[config.mk]
export PLATFORM = sky130hd
export DESIGN_NAME = chan_cfg_bank
export DESIGN_NICKNAME = d
export VERILOG_FILES = /design/src/rtl/chan_cfg_bank.sv
export SDC_FILE = /design/constraint.sdc
export NUM_CORES = 2
export LEC_CHECK = 0
export ABC_AREA = 0
export CORE_UTILIZATION = 54
export DETAILED_ROUTE_END_ITERATION = 8
export PLACE_DENSITY_LB_ADDON = 0.12
export SLEW_MARGIN = 20
export SYNTH_ARGS = -nofsm -noshare
export SYNTH_HDL_FRONTEND = slang
export SYNTH_SLANG_ARGS = --single-unit
[constraint.sdc]
create_clock -name clk_RAM -period 6.1 [get_ports clk_RAM]
set_input_delay 0.61 -clock clk_RAM [delete_from_list [all_inputs] [get_ports clk_RAM]]
set_output_delay 0.61 -clock clk_RAM [all_outputs]
set_load 0.1 [all_outputs]
[src/rtl/chan_cfg_bank.sv]
// rtl/chan_cfg_bank.sv - shadowed channel-configuration store with atomic commit sequencer
// Optional checksum gate on commit: define CFG_CHECKSUM_EN.
module chan_cfg_bank #(
  parameter int N_CH   = 16,
  parameter int PL_W   = 17,
  parameter int MULT_W = 5,
  parameter int TYPE_W = 4,
  parameter int AW     = 8
) (
  input  logic                     clk_RAM,
  input  logic                     rst,
  input  logic [7:0]               in,
  input  logic [AW-1:0]            w_addr,
  input  logic                     write,
  input  logic                     commit,
  input  logic [AW-1:0]            rd_addr,
  output logic [7:0]               rd_data,
  output logic                     busy,
  output logic                     done,
  output logic                     err,
  output logic [N_CH*PL_W-1:0]     pl_drt,
  output logic [N_CH*PL_W-1:0]     dl_del,
  output logic [N_CH*MULT_W-1:0]   mult_pl,
  output logic [N_CH*MULT_W-1:0]   mult_dl,
  output logic [N_CH*TYPE_W-1:0]   type_start
);

`ifdef CFG_CHECKSUM_EN
  localparam int MAP_SZ = N_CH * 7 + 1;
  localparam logic [1:0] S_CHECK = 2'd1;
  localparam logic [AW-1:0] LAST_BYTE = AW'(N_CH * 7);
`else
  localparam int MAP_SZ = N_CH * 7;
`endif
  localparam int IW = (MAP_SZ > 1) ? $clog2(MAP_SZ) : 1;
  localparam logic [AW:0] MAP_END = (AW+1)'(MAP_SZ);
  localparam logic [AW-1:0] LAST_CH = AW'(N_CH - 1);

  localparam logic [1:0] S_IDLE = 2'd0;
  localparam logic [1:0] S_COPY = 2'd2;
  localparam logic [1:0] S_DONE = 2'd3;

  logic [7:0]    shadow [0:MAP_SZ-1];
  logic [1:0]    state;
  logic [AW-1:0] cnt;
  logic [AW-1:0] ch_base;
  logic [7:0]    cb [0:6];
  logic          w_in_map, rd_in_map;
  logic          wr_ok, wr_rej, cm_rej;
  logic [15:0]   pl_raw, dl_raw;
`ifdef CFG_CHECKSUM_EN
  logic [7:0]    acc;
  logic [7:0]    chk_byte;
`endif

  assign w_in_map  = ({1'b0, w_addr} < MAP_END);
  assign rd_in_map = ({1'b0, rd_addr} < MAP_END);
  assign wr_ok     = !write && !busy && w_in_map;
  assign wr_rej    = !write && (busy || !w_in_map);
  assign cm_rej    = commit && busy;
  assign ch_base   = AW'(cnt * AW'(7));
  assign pl_raw    = {cb[0], cb[1]};
  assign dl_raw    = {cb[3], cb[4]};
`ifdef CFG_CHECKSUM_EN
  assign chk_byte  = shadow[IW'(cnt)];
`endif

  // Gather the seven shadow bytes of the channel currently being copied
  always_comb begin
    for (int k = 0; k < 7; k++) begin
      cb[k] = shadow[IW'(ch_base + AW'(k))];
    end
  end

  // Shadow byte array and registered readback; writes blocked while a commit runs
  always_ff @(posedge clk_RAM) begin
    if (rst) begin
      for (int i = 0; i < MAP_SZ; i++) begin
        shadow[i] <= 8'h00;
      end
      rd_data <= 8'h00;
    end else begin
      if (wr_ok) begin
        shadow[IW'(w_addr)] <= in;
      end
      rd_data <= rd_in_map ? shadow[IW'(rd_addr)] : 8'h00;
    end
  end

  // Commit sequencer: optional checksum walk, one channel copied per clock, then done
  always_ff @(posedge clk_RAM) begin
    if (rst) begin
      state      <= S_IDLE;
      cnt        <= '0;
      busy       <= 1'b0;
      done       <= 1'b0;
      err        <= 1'b0;
      pl_drt     <= '0;
      dl_del     <= '0;
      mult_pl    <= '0;
      mult_dl    <= '0;
      type_start <= '0;
`ifdef CFG_CHECKSUM_EN
      acc        <= 8'h00;
`endif
    end else begin
      done <= 1'b0;
      err  <= wr_rej | cm_rej;
      case (state)
        S_IDLE: begin
          if (commit) begin
            busy <= 1'b1;
            cnt  <= '0;
`ifdef CFG_CHECKSUM_EN
            acc   <= 8'h00;
            state <= S_CHECK;
`else
            state <= S_COPY;
`endif
          end
        end
`ifdef CFG_CHECKSUM_EN
        S_CHECK: begin
          acc <= acc ^ chk_byte;
          if (cnt == LAST_BYTE) begin
            cnt <= '0;
            if ((acc ^ chk_byte) == 8'h00) begin
              state <= S_COPY;
            end else begin
              state <= S_IDLE;
              busy  <= 1'b0;
              err   <= 1'b1;
            end
          end else begin
            cnt <= cnt + 1'b1;
          end
        end
`endif
        S_COPY: begin
          pl_drt[cnt*PL_W +: PL_W]       <= PL_W'(pl_raw);
          dl_del[cnt*PL_W +: PL_W]       <= PL_W'(dl_raw);
          mult_pl[cnt*MULT_W +: MULT_W]  <= MULT_W'(cb[2]);
          mult_dl[cnt*MULT_W +: MULT_W]  <= MULT_W'(cb[5]);
          type_start[cnt*TYPE_W +: TYPE_W] <= TYPE_W'(cb[6]);
          if (cnt == LAST_CH) begin
            state <= S_DONE;
          end else begin
            cnt <= cnt + 1'b1;
          end
        end
        S_DONE: begin
          done  <= 1'b1;
          busy  <= 1'b0;
          state <= S_IDLE;
        end
        default: state <= S_IDLE;
      endcase
    end
  end

endmodule

==> results.toml <==
[sta]
finalSetupViolations = 0
final.setup_skew_ns = 0.0874
timing_worst_slew_pin_value_ns = 1.41
final-hold-violation-count = 0
rsz_0062_raised_after_global_routing = "false"
final.setup.tns_ns = 0
setup_ws_ns = 0.0612
timing.fmax_mhz = 166
fin_crit_sh_pct = 99.0
min_period_ns = 6.04
finalMaxSlewViolations = 0
worst_slew_margin_rel_pct = 5.90

[detailed_routing]
first_pass_iters = 9
ant_nets = 0
vias_per_cell = 7.50
routed_wl_microns = 517000
initialDrtViolationCount = 16700
drcViolationCount = 15
number_of_vias_in_the_routed_layout = 91600
drt-wirelength-per-cell_microns = 42.3

[power]
vdd.ir_drop.worst_v = 0.000338
power.share.clock_pct = 35.6
sequential_power_share_pct = 37.7
design_power_total_uw = 35500
power_leakage_uw = 0.0441
power_frac_comb_pct = 26.7
cellInternalPower_uw = 23500
swShare_pct = 33.9
power_per_cell_area_nw_per_um2 = 277
power.net_switching_uw = 12000

[grt]
grt.met1_usage_pct = 59.7
grt.overflow.total = 0
grt_pass1_vias = 84200
grt_util_met3_pct = 22.0
track_usage_pct = 49.6
global_route.usage.met2_pct = 70.7
busiest_metal_layer_after_global_routing = "met2"
grt_max_degree = 120
initial_antenna_violation_count = 68
grt_pass1_wl_microns = 701000

[floorplan]
floorplan.initialDensity_pct = 54.6
core_area_sq_um = 200000
rows = 164
io_pins = 807
die_y_microns = 452
fp.dieW_microns = 452
die_area_sq_um = 205000

[clock_tree]
htree_levels = 4
cts-root-buf = "sky130_fd_sc_hd__clkbuf_16"
clock_sink_count = 1781
cts_setup_buffers = 0
tritoncts = "done"
cts.clk_slew.worst_paths_ns = 0.06
tritoncts.num_buffers = 192
clock_latency_ns = 0.90
clock_tree.buffer_depth = 3

[synth]
synth-main-ff-cell = "sky130_fd_sc_hd__edfxtp_1"
synthesis.area_sq_um = 109000
ys_seq_area_share_pct = 41.9
syn_avg_cell_area_sq_um = 12.7
synth_cell_type_count = 97
synth-warning-count = 0
ys_ff_latch = 1781
postSynthCellCount = 8622
synth_enable_flop_cells = 1024
synth-async-reset-ratio_pct = 0

[setup_path]
register_to_register_setup_slack_ns = 0.06
setup.worst_path.start_class = "flip-flop"
timing.critical_path.to_type = "flip-flop"
cp.required_ns = 6.89
max_stage_delay_ns = 0.91
cp_cell_sequence = "fa_1 > ha_4 > fa_4 > ha_2 > nor2b_1 > xnor2_2 > buf_12 > buf_4 > nand2_1 > and3_1 > a311oi_1 > buf_4 > or3_1 > a31oi_2 > buf_4 > a211oi_1"
classification_of_the_worst_setup_path = "reg2reg"
critPathCapture = "dl_del[231]$_SDFFE_PP0P_"
crit_path_frequent_cell = "sky130_fd_sc_hd__buf_4"
timing.critical_path.fanout_max = 31
setup.worst_path.start = "cnt[1]$_SDFFE_PP0P_"
max_stage_delay_cell_worst_path = "sky130_fd_sc_hd__a311oi_1"
r2r_cells = 16
r2r_start = "cnt[1]$_SDFFE_PP0P_"
timing.critical_path.arrival_ns = 6.83
rr_endpoint = "dl_del[231]$_SDFFE_PP0P_"

[outcome]
run_status = "complete, but fails checks"
violated_checks = "design-rule violations"

[placement]
placed_area_sq_um = 121000
place_ws_ns = 0.302
gp_routability_congestion = 1.13
dp_hpwl_microns = 377000
port_buffers = 774

[hold_path]
min_path_type = "in2reg"

[cells_and_area]
mostFrequentLayoutCell = "sky130_fd_sc_hd__mux4_2"
ratio_of_cells_with_drive_above_1_in_the_final_layout_pct = 25.7
finish.net_count = 9405
mostFrequentLayoutCells = "sky130_fd_sc_hd__mux4_2, sky130_fd_sc_hd__nand2_1, sky130_fd_sc_hd__edfxtp_1"
synthToLayoutAreaGrowth_pct = 17.0
finish.instance_area_sq_um = 128000

[run]
timing.max_cap.violations = 0
[how the worst min path moves through the flow]
stage                                           to                     start  depth (start not counted)  slack, ns
final                     shadow[127][6]$_DFFE_PP_                     in[6]                          1       0.26
after CTS                 shadow[127][6]$_DFFE_PP_                     in[6]                          1       0.20
after floorplan              state[1]$_SDFFE_PP0P_     state[0]$_SDFFE_PP0P_                          1       0.46
after global routing      shadow[127][6]$_DFFE_PP_                     in[6]                          1       0.23
after detailed placement  dl_del[164]$_SDFFE_PP0P_  dl_del[164]$_SDFFE_PP0P_                          2       0.44
after global placement    mult_pl[46]$_SDFFE_PP0P_  mult_pl[46]$_SDFFE_PP0P_                          2       0.43
[registers in the layout, summed over array words and instances (netlist names)]
signal	count
shadow	1024
dl_del	256
pl_drt	256
mult_dl	80
mult_pl	80
type_start	64
cnt	8
rd_data	8
state	2
busy	1
done	1
err	1
[layer usage]
metal  share of wire, %  wire length [microns]
met1                 32                 167000
met2                 42                 218000
met3                 16                  83500
met4                9.1                  47200
met5              0.073                    379
[critical path, delay by kind of cell, from the launching register on]
kind	cells	cell delay (ns)
adder cells (fa/ha/maj)	4	1.86
AO/OA/AOI/OAI	3	1.36
buffers and inverters	4	1.04
flip-flops	1	0.45
XOR/XNOR	1	0.23
AND/OR/NAND/NOR	4	0.92
[power by group through the flow]
stage | sequential (uW) | combinational [uW] | clock [uW]
global placement | 13600 | 8860 | 0
CTS | 13400 | 8930 | 12600
detailed placement | 13600 | 8890 | 0
finish | 13400 | 9470 | 12600
global route | 13400 | 9400 | 13100
floorplan | 13600 | 5260 | 0
[synthesized netlist by cell type (30+ instances only)]
library cell / count / area, sq um
sky130_fd_sc_hd__a211oi_1: 53 / 398
sky130_fd_sc_hd__a21oi_1: 87 / 435
sky130_fd_sc_hd__a22o_1: 139 / 1220
sky130_fd_sc_hd__a31oi_1: 42 / 263
sky130_fd_sc_hd__and2_1: 903 / 5650
sky130_fd_sc_hd__and3_1: 47 / 294
sky130_fd_sc_hd__buf_1: 43 / 161
sky130_fd_sc_hd__buf_2: 206 / 1030
sky130_fd_sc_hd__buf_4: 137 / 1030
sky130_fd_sc_hd__buf_6: 71 / 800
sky130_fd_sc_hd__clkbuf_1: 389 / 1460
sky130_fd_sc_hd__dfxtp_1: 757 / 15200
sky130_fd_sc_hd__edfxtp_1: 1024 / 30700
sky130_fd_sc_hd__mux2_2: 84 / 946
sky130_fd_sc_hd__mux2i_1: 396 / 3960
sky130_fd_sc_hd__mux4_2: 1358 / 30600
sky130_fd_sc_hd__nand2_1: 1111 / 4170
sky130_fd_sc_hd__nand3_1: 187 / 936
sky130_fd_sc_hd__nor2_1: 282 / 1060
sky130_fd_sc_hd__nor2b_1: 30 / 188
sky130_fd_sc_hd__nor3_1: 52 / 260
sky130_fd_sc_hd__o21ai_0: 563 / 2820
sky130_fd_sc_hd__o21ai_1: 89 / 445
sky130_fd_sc_hd__o22ai_1: 92 / 576
[layout make-up]
class / instances / area [sq um]
fill: 15300 / 72400
sequential: 1781 / 45900
timing repair buffer: 1246 / 11800
inverter: 21 / 95.1
clock inverter: 133 / 1660
antenna: 33 / 82.6
multi-input combinational: 6108 / 60000
clock buffer: 230 / 5190
tap: 2656 / 3320
[cell families (layout without fill, tap and decap cells)]
group	count (synthesis)	count (layout)	share of synthesized area [%]
other	1	193	0.00343
AND/OR/NAND/NOR	2702	2702	12.0
adder cells (fa/ha/maj)	27	27	0.343
AO/OA/AOI/OAI	1302	1302	7.63
multiplexers	1866	1866	33.0
buffers and inverters	892	1630	4.54
flip-flops	1781	1781	41.9
XOR/XNOR	51	51	0.501
[metrics by stage]
step	cells	hold WS, ns	utilization (%)
floorplan	8781	0.459	-
global placement	11800	0.433	60.4
detailed placement	11800	0.441	60.4
CTS	12200	0.199	63.8
global route	12200	0.233	63.9
finish	12200	0.259	63.9
[what timing repair did]
item,CTS,global route
hold buffers,0,0
resized for setup,0,1
endpoints found under the setup margin,0,5
(Power assumes the default switching activity.)
